==> config.mk <==
export PLATFORM = sky130hd
export DESIGN_NAME = fmig_row_sched
export DESIGN_NICKNAME = d
export VERILOG_FILES = /design/src/rtl/fmig_pkg.sv /design/src/rtl/fmig_row_sched_fmig2k.sv /design/src/rtl/fmig_row_sched.sv
export SDC_FILE = /design/constraint.sdc
export NUM_CORES = 1
export LEC_CHECK = 0
export ABC_AREA = 1
export BUFFER_PORTS_ARGS = -buffer_cell sky130_fd_sc_hd__buf_4
export CORE_ASPECT_RATIO = 1.2
export CORE_MARGIN = 4
export CORE_UTILIZATION = 55
export DETAILED_ROUTE_END_ITERATION = 10
export GPL_ROUTABILITY_DRIVEN = 0
export GPL_TIMING_DRIVEN = 0
export PLACE_DENSITY = 0.76
export SKIP_CTS_REPAIR_TIMING = 1
export SLEW_MARGIN = 10
export SYNTH_ARGS = -nofsm -noshare
export SYNTH_HDL_FRONTEND = slang
export SYNTH_HIERARCHICAL = 1
export SYNTH_SLANG_ARGS = --single-unit
==> constraint.sdc <==
create_clock -name clk -period 21.3 [get_ports clk]
set_input_delay 4.26 -clock clk [delete_from_list [all_inputs] [get_ports clk]]
set_output_delay 4.26 -clock clk [all_outputs]
set_load 0.1 [all_outputs]
==> src/rtl/fmig_pkg.sv <==
// Shared types and helpers for the row min-sum sequencer.
//   fmig_state_e : sequencer states
//   max_mag()    : largest positive magnitude for a given message width
//   gidx()       : global edge index from (chunk, lane)
package fmig_pkg;

    typedef enum logic [2:0] {
        S_IDLE,
        S_LOAD,
        S_PASS1,
        S_PASS2,
        S_DONE
    } fmig_state_e;

    function automatic int max_mag(input int bits);
        return (1 << (bits - 1)) - 1;
    endfunction

    function automatic int gidx(input int chunk, input int lane, input int k);
        return (chunk << k) + lane;
    endfunction

endpackage

==> src/rtl/fmig_row_sched_fmig2k.sv <==
// FMIG2k: combinational minimum finder over L = 2^K signed lanes.
//   in_data : L lanes of BITS each, lane j at in_data[j*BITS +: BITS]
//   m       : smallest lane value (signed)
//   lane    : lane holding m; on ties the lowest lane wins
module FMIG2k #(
    parameter int BITS = 8,
    parameter int K    = 4,
    localparam int L   = 1 << K,
    localparam int LW  = (K > 0) ? K : 1
) (
    input  logic [L*BITS-1:0]      in_data,
    output logic signed [BITS-1:0] m,
    output logic [LW-1:0]          lane
);

    logic signed [BITS-1:0] cand;

    always_comb begin
        m    = $signed(in_data[BITS-1:0]);
        lane = '0;
        cand = '0;
        for (int j = 1; j < L; j++) begin
            cand = $signed(in_data[j*BITS +: BITS]);
            // Strict compare keeps the lower lane on equal values.
            if (cand < m) begin
                m    = cand;
                lane = LW'(j);
            end
        end
    end

endmodule

==> src/rtl/fmig_row_sched.sv <==
// fmig_row_sched: buffers one parity-check row of DEG = CHUNKS*2^K messages
// and runs one FMIG2k across it twice: pass 1 finds min1/idx1, pass 2 finds
// min2 with edge idx1 forced to MAX_MAG.
//   clk, rst_n          : clock, asynchronous active-low reset
//   in_valid/in_ready   : input beat handshake, in_data = one chunk of L lanes
//   out_valid/out_ready : result handshake; min1, min2, idx1 held while valid
//   busy                : sequencer is not idle
module fmig_row_sched
    import fmig_pkg::*;
#(
    parameter int BITS   = 8,
    parameter int K      = 4,
    parameter int CHUNKS = 4,
    localparam int L     = 1 << K,
    localparam int DEG   = L * CHUNKS,
    localparam int IDXW  = (DEG > 1) ? $clog2(DEG) : 1
) (
    input  logic                   clk,
    input  logic                   rst_n,
    input  logic                   in_valid,
    output logic                   in_ready,
    input  logic [L*BITS-1:0]      in_data,
    output logic                   out_valid,
    input  logic                   out_ready,
    output logic signed [BITS-1:0] min1,
    output logic signed [BITS-1:0] min2,
    output logic [IDXW-1:0]        idx1,
    output logic                   busy
);

    localparam int CW = (CHUNKS > 1) ? $clog2(CHUNKS) : 1;
    localparam int LW = (K > 0) ? K : 1;
    localparam logic [CW-1:0]          LAST = CW'(CHUNKS - 1);
    localparam logic signed [BITS-1:0] MAXV = BITS'(max_mag(BITS));

    fmig_state_e state, state_nxt;
    logic [CW-1:0] cnt, cnt_nxt;

    logic [L*BITS-1:0]      row_buf [CHUNKS];
    logic [L*BITS-1:0]      chunk_data;
    logic signed [BITS-1:0] fm_min;
    logic [LW-1:0]          fm_lane;
    logic signed [BITS-1:0] run_min, cand_min;
    logic [IDXW-1:0]        run_idx, cand_idx;
    logic                   accept, take, last;

    // Chunk select plus pass-2 masking of the winning edge.
    always_comb begin
        chunk_data = row_buf[cnt];
        if (state == S_PASS2) begin
            for (int j = 0; j < L; j++) begin
                if ((int'(cnt) == (int'(idx1) >> K)) && (j == (int'(idx1) & (L - 1))))
                    chunk_data[j*BITS +: BITS] = MAXV;
            end
        end
    end

    FMIG2k #(.BITS(BITS), .K(K)) u_fmig (
        .in_data (chunk_data),
        .m       (fm_min),
        .lane    (fm_lane)
    );

    // First chunk seeds the running minimum; later chunks replace it only when
    // strictly smaller, so the earliest chunk wins ties.
    assign take     = (cnt == '0) || (fm_min < run_min);
    assign cand_min = take ? fm_min : run_min;
    assign cand_idx = take ? IDXW'(gidx(int'(cnt), int'(fm_lane), K)) : run_idx;
    assign last     = (cnt == LAST);
    assign accept   = in_valid & in_ready;
    assign busy     = (state != S_IDLE);

    always_comb begin
        state_nxt = state;
        cnt_nxt   = cnt;
        in_ready  = 1'b0;
        case (state)
            S_IDLE: begin
                in_ready = 1'b1;
                if (in_valid) begin
                    if (CHUNKS == 1) begin
                        state_nxt = S_PASS1;
                        cnt_nxt   = '0;
                    end else begin
                        state_nxt = S_LOAD;
                        cnt_nxt   = CW'(1);
                    end
                end
            end
            S_LOAD: begin
                in_ready = 1'b1;
                if (in_valid) begin
                    if (last) begin
                        state_nxt = S_PASS1;
                        cnt_nxt   = '0;
                    end else begin
                        cnt_nxt = cnt + CW'(1);
                    end
                end
            end
            S_PASS1: begin
                if (last) begin
                    state_nxt = S_PASS2;
                    cnt_nxt   = '0;
                end else begin
                    cnt_nxt = cnt + CW'(1);
                end
            end
            S_PASS2: begin
                if (last) begin
                    state_nxt = S_DONE;
                    cnt_nxt   = '0;
                end else begin
                    cnt_nxt = cnt + CW'(1);
                end
            end
            S_DONE: begin
                if (out_ready) state_nxt = S_IDLE;
            end
            default: begin
                state_nxt = S_IDLE;
                cnt_nxt   = '0;
            end
        endcase
    end

    always_ff @(posedge clk or negedge rst_n) begin
        if (!rst_n) begin
            state     <= S_IDLE;
            cnt       <= '0;
            out_valid <= 1'b0;
            min1      <= '0;
            min2      <= '0;
            idx1      <= '0;
        end else begin
            state <= state_nxt;
            cnt   <= cnt_nxt;
            if (state == S_PASS1 && last) begin
                min1 <= cand_min;
                idx1 <= cand_idx;
            end
            if (state == S_PASS2 && last) begin
                min2      <= cand_min;
                out_valid <= 1'b1;
            end else if (state == S_DONE && out_ready) begin
                out_valid <= 1'b0;
            end
        end
    end

    // Row buffer and running min/idx carry no reset; they are always
    // rewritten before being used.
    always_ff @(posedge clk) begin
        if (accept) row_buf[cnt] <= in_data;
        if (state == S_PASS1 || state == S_PASS2) begin
            run_min <= cand_min;
            run_idx <= cand_idx;
        end
    end

endmodule

# Word-level counts from Yosys, hierarchy flattened
# Memory sizes are Yosys's and may differ from the RTL's.
# Cells that the tools add are included.
[op_classes] n_addsub=2 bitwise=2 magnitude_cmp=16 eq_ne=27 reduce_logical=30 mux=65
[op_table] op="two-way mux 8 bit" count=32
[op_table] op="less-than comparator 8 bit" count=16
[op_table] op="two-way mux 128 bit" count=1
[op_table] op="equality test 4 bit, first input constant" count=8
[op_table] op="logical NOT 32 bit" count=1
[op_table] op="two-way mux 4 bit" count=8
[op_table] op="two-way mux 3 bit" count=10
[op_table] op="logical AND 1 bit" count=19
[op_table] op="equality test 3 x 4 -> 1 bit, first input constant" count=4
[op_table] op="case mux 3 bit (5 select lines)" count=1
[op_table] op="inequality test 2 bit, second input constant" count=6
[op_table] op="two-way mux 2 bit" count=5
[op_table] op="equality test 2 x 4 -> 1 bit, first input constant" count=2
[op_table] op="case mux 2 bit (4 select lines)" count=1
[op_table] op="adder 6 x 4 -> 6 bit" count=1
[op_table] op="equality test 3 x 2 -> 1 bit, second input constant" count=2
[op_table] op="two-way mux 1 bit" count=6
[op_table] op="two-way mux 6 bit" count=1
[op_table] op="AND reduction 6 bit" count=1
[op_table] op="equality test 1 x 4 -> 1 bit, first input constant" count=1
[op_table] op="OR reduction 2 bit" count=2
[op_table] op="equality test 3 x 1 -> 1 bit, second input constant" count=1
[op_table] op="equality test 3 bit, second input constant" count=1
[op_table] op="logical NOT 3 bit" count=1
[op_table] op="10 further kinds" count=11
[word_totals] out_inout_bits=25 in_bits=132 ram_bits=512 ff_bits=42 mem_count=1 word_cells=151
[memory_table] memory="row_buf" words=4 width=128 rd=1 rd_clocked_by_memory_dff=0 wr=1 line="fmig_row_sched.sv:39" rtl="logic [L*BITS-1:0] row_buf [CHUNKS];"

# Logic depth before layout (Yosys ltp)
[logic_depth] depth_word=37 depth_mapped=206 mapped_depth_nobuf=192

# Hierarchy
# Netlist, hierarchy kept.
[modules_own_cells] module="fmig_row_sched" area_per_inst_um2=21615.7 cells_each=1569 instances=1 seq_area_each_um2=16495.8
[modules_own_cells] module="FMIG2k" area_per_inst_um2=4211.5 cells_each=775 instances=1 seq_area_each_um2=0.0

# Least setup slack after synthesis
# OpenSTA, ideal clock, no wires.
[synth_timing] kind="reg2reg" startpoint="register idx1[4]" endpoint="register run_min[4] (data pin)" required_time_ns=21.045 synth_period_minus_slack_ns=23.693 path_slack_ns=-2.393 stages_incl_launch_ff=161 path_buffers=15 arrival_time_ns=23.438 setup_ns=0.255 path_cell_list="dfrtp_1 > xnor2_1 > and3_2 > inv_2 > nor3_4 > nand2_2 > o221ai_1 > inv_1 > ha_1 > a21oi_1 > nand2_1 > nand2_1 > nand2_2 > nand2_1 > nand2_1 > inv_1 > clkbuf_1 > nand2_1 > [125 not listed] > buf_4 > o21ai_1 > inv_1 > ha_1 > a21oi_1 > nor2_1 > a211oi_1 > nand3_1 > nand3_1 > nand2_1 > ha_1 > a21oi_1 > o21a_1 > nand3_1 > nand3_1 > buf_4 > nand2_1 > and2_1"
[synth_between] elab_chain_len=37 word_cells_on_any_way=67 classes_between="order compare: 16; eq/ne: 1; mux: 33; reduce/logical: 17"
[synth_lines] element="from (decl)" line="fmig_row_sched.sv:27" rtl="output logic [IDXW-1:0] idx1,"
[synth_lines] element="from (signal assigned)" line="fmig_row_sched.sv:140" rtl="idx1 <= cand_idx;"
[synth_lines] element="equality test 2 bit (*)" line="fmig_row_sched.sv:52" rtl="if ((int'(cnt) == (int'(idx1) >> K)) && (j == (int'(idx1) & (L - 1))))"
[synth_lines] element="logical AND 1 bit (*)" line="fmig_row_sched.sv:52"
[synth_lines] element="two-way mux 8 bit (*)" line="fmig_row_sched.sv:52"
[synth_lines] element="two-way mux 128 bit (*)" line="fmig_row_sched.sv:50" rtl="if (state == S_PASS2) begin"
[synth_lines] element="net chunk_data[3]" line="fmig_row_sched.sv:40" rtl="logic [L*BITS-1:0] chunk_data;"
[synth_lines] element="less-than comparator 8 bit" line="fmig_row_sched_fmig2k.sv:25" rtl="if (cand < m) begin"
[synth_lines] element="two-way mux 8 bit (*)" line="fmig_row_sched_fmig2k.sv:25"
[synth_lines] element="less-than comparator 8 bit" line="fmig_row_sched_fmig2k.sv:25"
[synth_lines] element="[24 not listed]"
[synth_lines] element="two-way mux 8 bit (*)" line="fmig_row_sched_fmig2k.sv:25"
[synth_lines] element="less-than comparator 8 bit" line="fmig_row_sched_fmig2k.sv:25"
[synth_lines] element="two-way mux 8 bit (*)" line="fmig_row_sched_fmig2k.sv:25"
[synth_lines] element="net fm_min[7]" line="fmig_row_sched.sv:41" rtl="logic signed [BITS-1:0] fm_min;"
[synth_lines] element="less-than comparator 8 bit (*)" line="fmig_row_sched.sv:66" rtl="assign take = (cnt == '0) || (fm_min < run_min);"
[synth_lines] element="logical OR 1 bit (*)" line="fmig_row_sched.sv:66"
[synth_lines] element="two-way mux 8 bit (*)" line="fmig_row_sched.sv:67" rtl="assign cand_min = take ? fm_min : run_min;"
[synth_lines] element="net cand_min[4]" line="fmig_row_sched.sv:43" rtl="logic signed [BITS-1:0] run_min, cand_min;"
[synth_lines] element="to (signal assigned)" line="fmig_row_sched.sv:156" rtl="run_min <= cand_min;"
[synth_lines] element="to (decl)" line="fmig_row_sched.sv:43"
# The timed path passes the listed nets; every way through them passes the cells marked *.
# A chain may end at the register's enable or synchronous reset.

# Final worst setup path
[layout_timing] startpoint="register cnt[0]" endpoint="register run_min[2] (data pin)"
[layout_between] elab_chain_len=37 word_cells_on_any_way=69 classes_between="order compare: 16; eq/ne: 1; mux: 33; reduce/logical: 18; memory: 1"
[layout_lines] element="from (decl)" line="fmig_row_sched.sv:37" rtl="logic [CW-1:0] cnt, cnt_nxt;"
[layout_lines] element="from (signal assigned)" line="fmig_row_sched.sv:137" rtl="cnt <= cnt_nxt;"
[layout_lines] element="branches (longest 3 deep; another with memory read (4 x 128 bit))"
[layout_lines] element="two-way mux 128 bit (*)" line="fmig_row_sched.sv:50"
[layout_lines] element="net chunk_data[13]" line="fmig_row_sched.sv:40"
[layout_lines] element="less-than comparator 8 bit" line="fmig_row_sched_fmig2k.sv:25"
[layout_lines] element="two-way mux 8 bit (*)" line="fmig_row_sched_fmig2k.sv:25"
[layout_lines] element="less-than comparator 8 bit" line="fmig_row_sched_fmig2k.sv:25"
[layout_lines] element="two-way mux 8 bit (*)" line="fmig_row_sched_fmig2k.sv:25"
[layout_lines] element="less-than comparator 8 bit" line="fmig_row_sched_fmig2k.sv:25"
[layout_lines] element="[22 not listed]"
[layout_lines] element="two-way mux 8 bit (*)" line="fmig_row_sched_fmig2k.sv:25"
[layout_lines] element="less-than comparator 8 bit" line="fmig_row_sched_fmig2k.sv:25"
[layout_lines] element="two-way mux 8 bit (*)" line="fmig_row_sched_fmig2k.sv:25"
[layout_lines] element="net fm_min[5]" line="fmig_row_sched.sv:41"
[layout_lines] element="less-than comparator 8 bit (*)" line="fmig_row_sched.sv:66"
[layout_lines] element="logical OR 1 bit (*)" line="fmig_row_sched.sv:66"
[layout_lines] element="two-way mux 8 bit (*)" line="fmig_row_sched.sv:67"
[layout_lines] element="net cand_min[2]" line="fmig_row_sched.sv:43"
# Mark *: on every way through the listed nets, which the timed path passes.

==> key figures <==
Status
  – Status: finished, violations left
  – Failing checks: negative setup slack

Floorplan
  – FP Rows: 86
  – I/O pin count: about 160
  – Die H: approximately 250 um
  – Core area: roughly 0.046 mm2
  – Initial Util: a little under three fifths
  – Die width: around 210 um
  – Die area: 0.0505 mm2

Clock tree
  – Clock transition at path regs: 0.07 ns
  – CTS buffer count: between 50 and 60
  – CTS sink cnt: about 550
  – Clk buf depth: 3
  – Latest clock arrival within the worst-skew pair: roughly 0.62 ns
  – H-tree levels: 2
  – CTS Root Cell: clkbuf_16
  – CTS tree: done

Final layout
  – Most common cell after layout, fill and taps aside: edfxtp_1
  – Finished Layout Cells: around 3400
  – Area Overhead vs Synth: 26.6%
  – Nets: about 2900
  – Layout cells sized above 1: between 20% and 30%
  – Commonest non-fill, non-tap cells in the layout: edfxtp_1 (526), nor2_1 (317), nand2_1 (296)

Placed design
  – Placed cell count: around 3100
  – Dpl hpwl: around 48000 um
  – Buffers on Ports: approximately 160

Synthesis
  – Synth cell types: 38
  – Cells after synthesis: between 2000 and 2500
  – Syn Nets: 2592
  – #FFs+latches synth: ~550
  – Netlist Area Pre-Place: about 0.026 mm2
  – Top FF cell, synth: edfxtp_1
  – Syn_area_per_cell: roughly 11 um2
  – Asr flop ratio synth: under 10%
  – Yosys Warn Count: 6
  – Number of synthesized flops with an enable pin: roughly 530
  – Seq/Total Area, Yosys: between 60% and 70%

Timing
  – Finish-stage setup viols: 36
  – Final WS setup: -2.98 ns
  – Tcrit/Tclk final: 114%
  – Final hold violations: 0
  – Transition time of the tightest slew-check pin: between 1 and 1.5 ns
  – Clock period minus worst slack: between 20 and 25 ns
  – Slew Viols, Final: 0
  – Fmax: 41.2 MHz
  – RSZ-0062 raised after global routing: yes
  – Max_slew headroom: between 30% and 40%
  – Worst Skew: between 0.02 and 0.025 ns
  – Setup tns final: -104.08 ns

Min path
  – Hold Startpoint: min1[1]
  – Worst hold stages: 2
  – Worst hold path class: register to register
  – Min-Delay Endpoint: min1[1]

Route
  – DR WL/cell: between 20 and 25 um
  – Via density: a little over 6
  – DRC Markers: 0
  – Drt first-iter violations: 2132
  – DR vias: ~21000
  – Pre-antenna DRT Iters: 6
  – Routed Antenna Nets: 0
  – Routed WL: 76000 um

Setup path
  – CP max stage cell: dfrtp_1
  – R2r endpoint: run_min[2]
  – Biggest cell delay along the critical path: around 0.40 ns
  – Worst Path Max Fanout: 8
  – Startpoint types: register
  – Reg2reg path depth: around 170
  – Critical setup path kind: register to register
  – Worst EP required: approximately 22 ns
  – Worst r2r src: cnt[0]
  – CP endpoint kind: register
  – R2R Setup Slk: -2.98 ns
  – Critical Path Most Common Cell: nand2_1
  – Crit path DAT: ~25 ns

GRT
  – Global-route wire length before repair: roughly 110000 um
  – Total GRT Usage: ~27%
  – Vias in the first global route: ~19000
  – GRT overflow: 0
  – Antenna violations before repair: 11
  – Largest net degree at the start of global routing: 29

Job
  – Number of max-cap violations: 0
per-layer routing:
metal	vias up	track usage [%]	wire [um]
li1	9208	-	-
met1	10100	32.9	27200
met2	1187	47.0	38700
met3	308	4.83	6210
met4	10	11.0	3930
met5	-	0	69
worst max-delay path by stage:
stage	slack, ns	cells past startpoint	startpoint	to
floorplan	0.006	168	idx1[4]	run_min[3]
global placement	-3.68	161	cnt[0]	run_min[6]
detailed placement	-4.87	162	cnt[0]	run_min[5]
CTS	-4.92	163	cnt[0]	run_min[5]
global route	-3.88	173	cnt[0]	run_min[2]
finish	-2.98	174	cnt[0]	run_min[2]
layout make-up:
cell class,instances,area (um2)
flip-flops and latches,554,16500
fillers,2925,13500
multi-input cells,1535,9730
repair buffers,297,2630
clock buffers,66,1460
well taps,616,771
plain buffers,107,686
inverters,148,596
clock inverters,35,292
diodes,7,17.5
critical path: cells and delay by family, from the launching register on:
kind                       cells  cell delay [ns]
and+or+nand+nor               82             9.27
AOI/OAI and AO/OA             36             5.90
buffers and inverters         39             4.28
adders and majority gates     16             4.02
DFF                            1             0.40
xor gates and xnor gates       1             0.13
sequential cells by signal, indices dropped and copies added (netlist names):
name / flops
out_valid: 1
state: 3
min2: 8
row_buf: 512
run_min: 8
idx1: 6
cnt: 2
run_idx: 6
min1: 8
stage by stage:
| stage | utilization [%] | hold slack, ns | worst slack [ns] | area (um2) |
|---|---|---|---|---|
| after floorplan | - | 0.449 | 0.00563 | 25900 |
| after global placement | 60.4 | 0.461 | -3.68 | 27900 |
| after detailed placement | 61.5 | 0.468 | -4.87 | 28400 |
| after CTS | 65.3 | 0.482 | -4.92 | 30100 |
| after global routing | 70.8 | 0.498 | -3.88 | 32700 |
| final | 70.8 | 0.478 | -2.98 | 32700 |
Yosys cell counts (7+ instances only):
cell type / instances / area [um2]
nor3_1: 8 / 40.0
o221ai_1: 112 / 981
nand4_1: 16 / 100
nand3_1: 100 / 500
o21ai_0: 355 / 1780
inv_1: 139 / 522
dfrtp_1: 28 / 701
nor2_1: 329 / 1230
a21oi_1: 39 / 195
nor4_1: 8 / 50.1
inv_2: 9 / 33.8
nand2_1: 365 / 1370
and2_1: 16 / 100
edfxtp_1: 526 / 15800
nand2_2: 21 / 131
a211oi_1: 7 / 52.6
ha_1: 116 / 1450
buf_2: 11 / 55.1
a22oi_1: 12 / 90.1
clkbuf_1: 87 / 327
cell families after synthesis:
kind of cell / Yosys count / synth area share, %
compound gates: 540 / 12.4
xor+xnor: 1 / 0.0339
fa+ha+maj: 116 / 5.62
buf+inv: 255 / 3.85
flops: 554 / 63.9
simple gates: 878 / 14.3
Power is left out: the tool's default activity adds up to more than one toggle a clock period on the data nets, which glitch-free logic cannot reach.
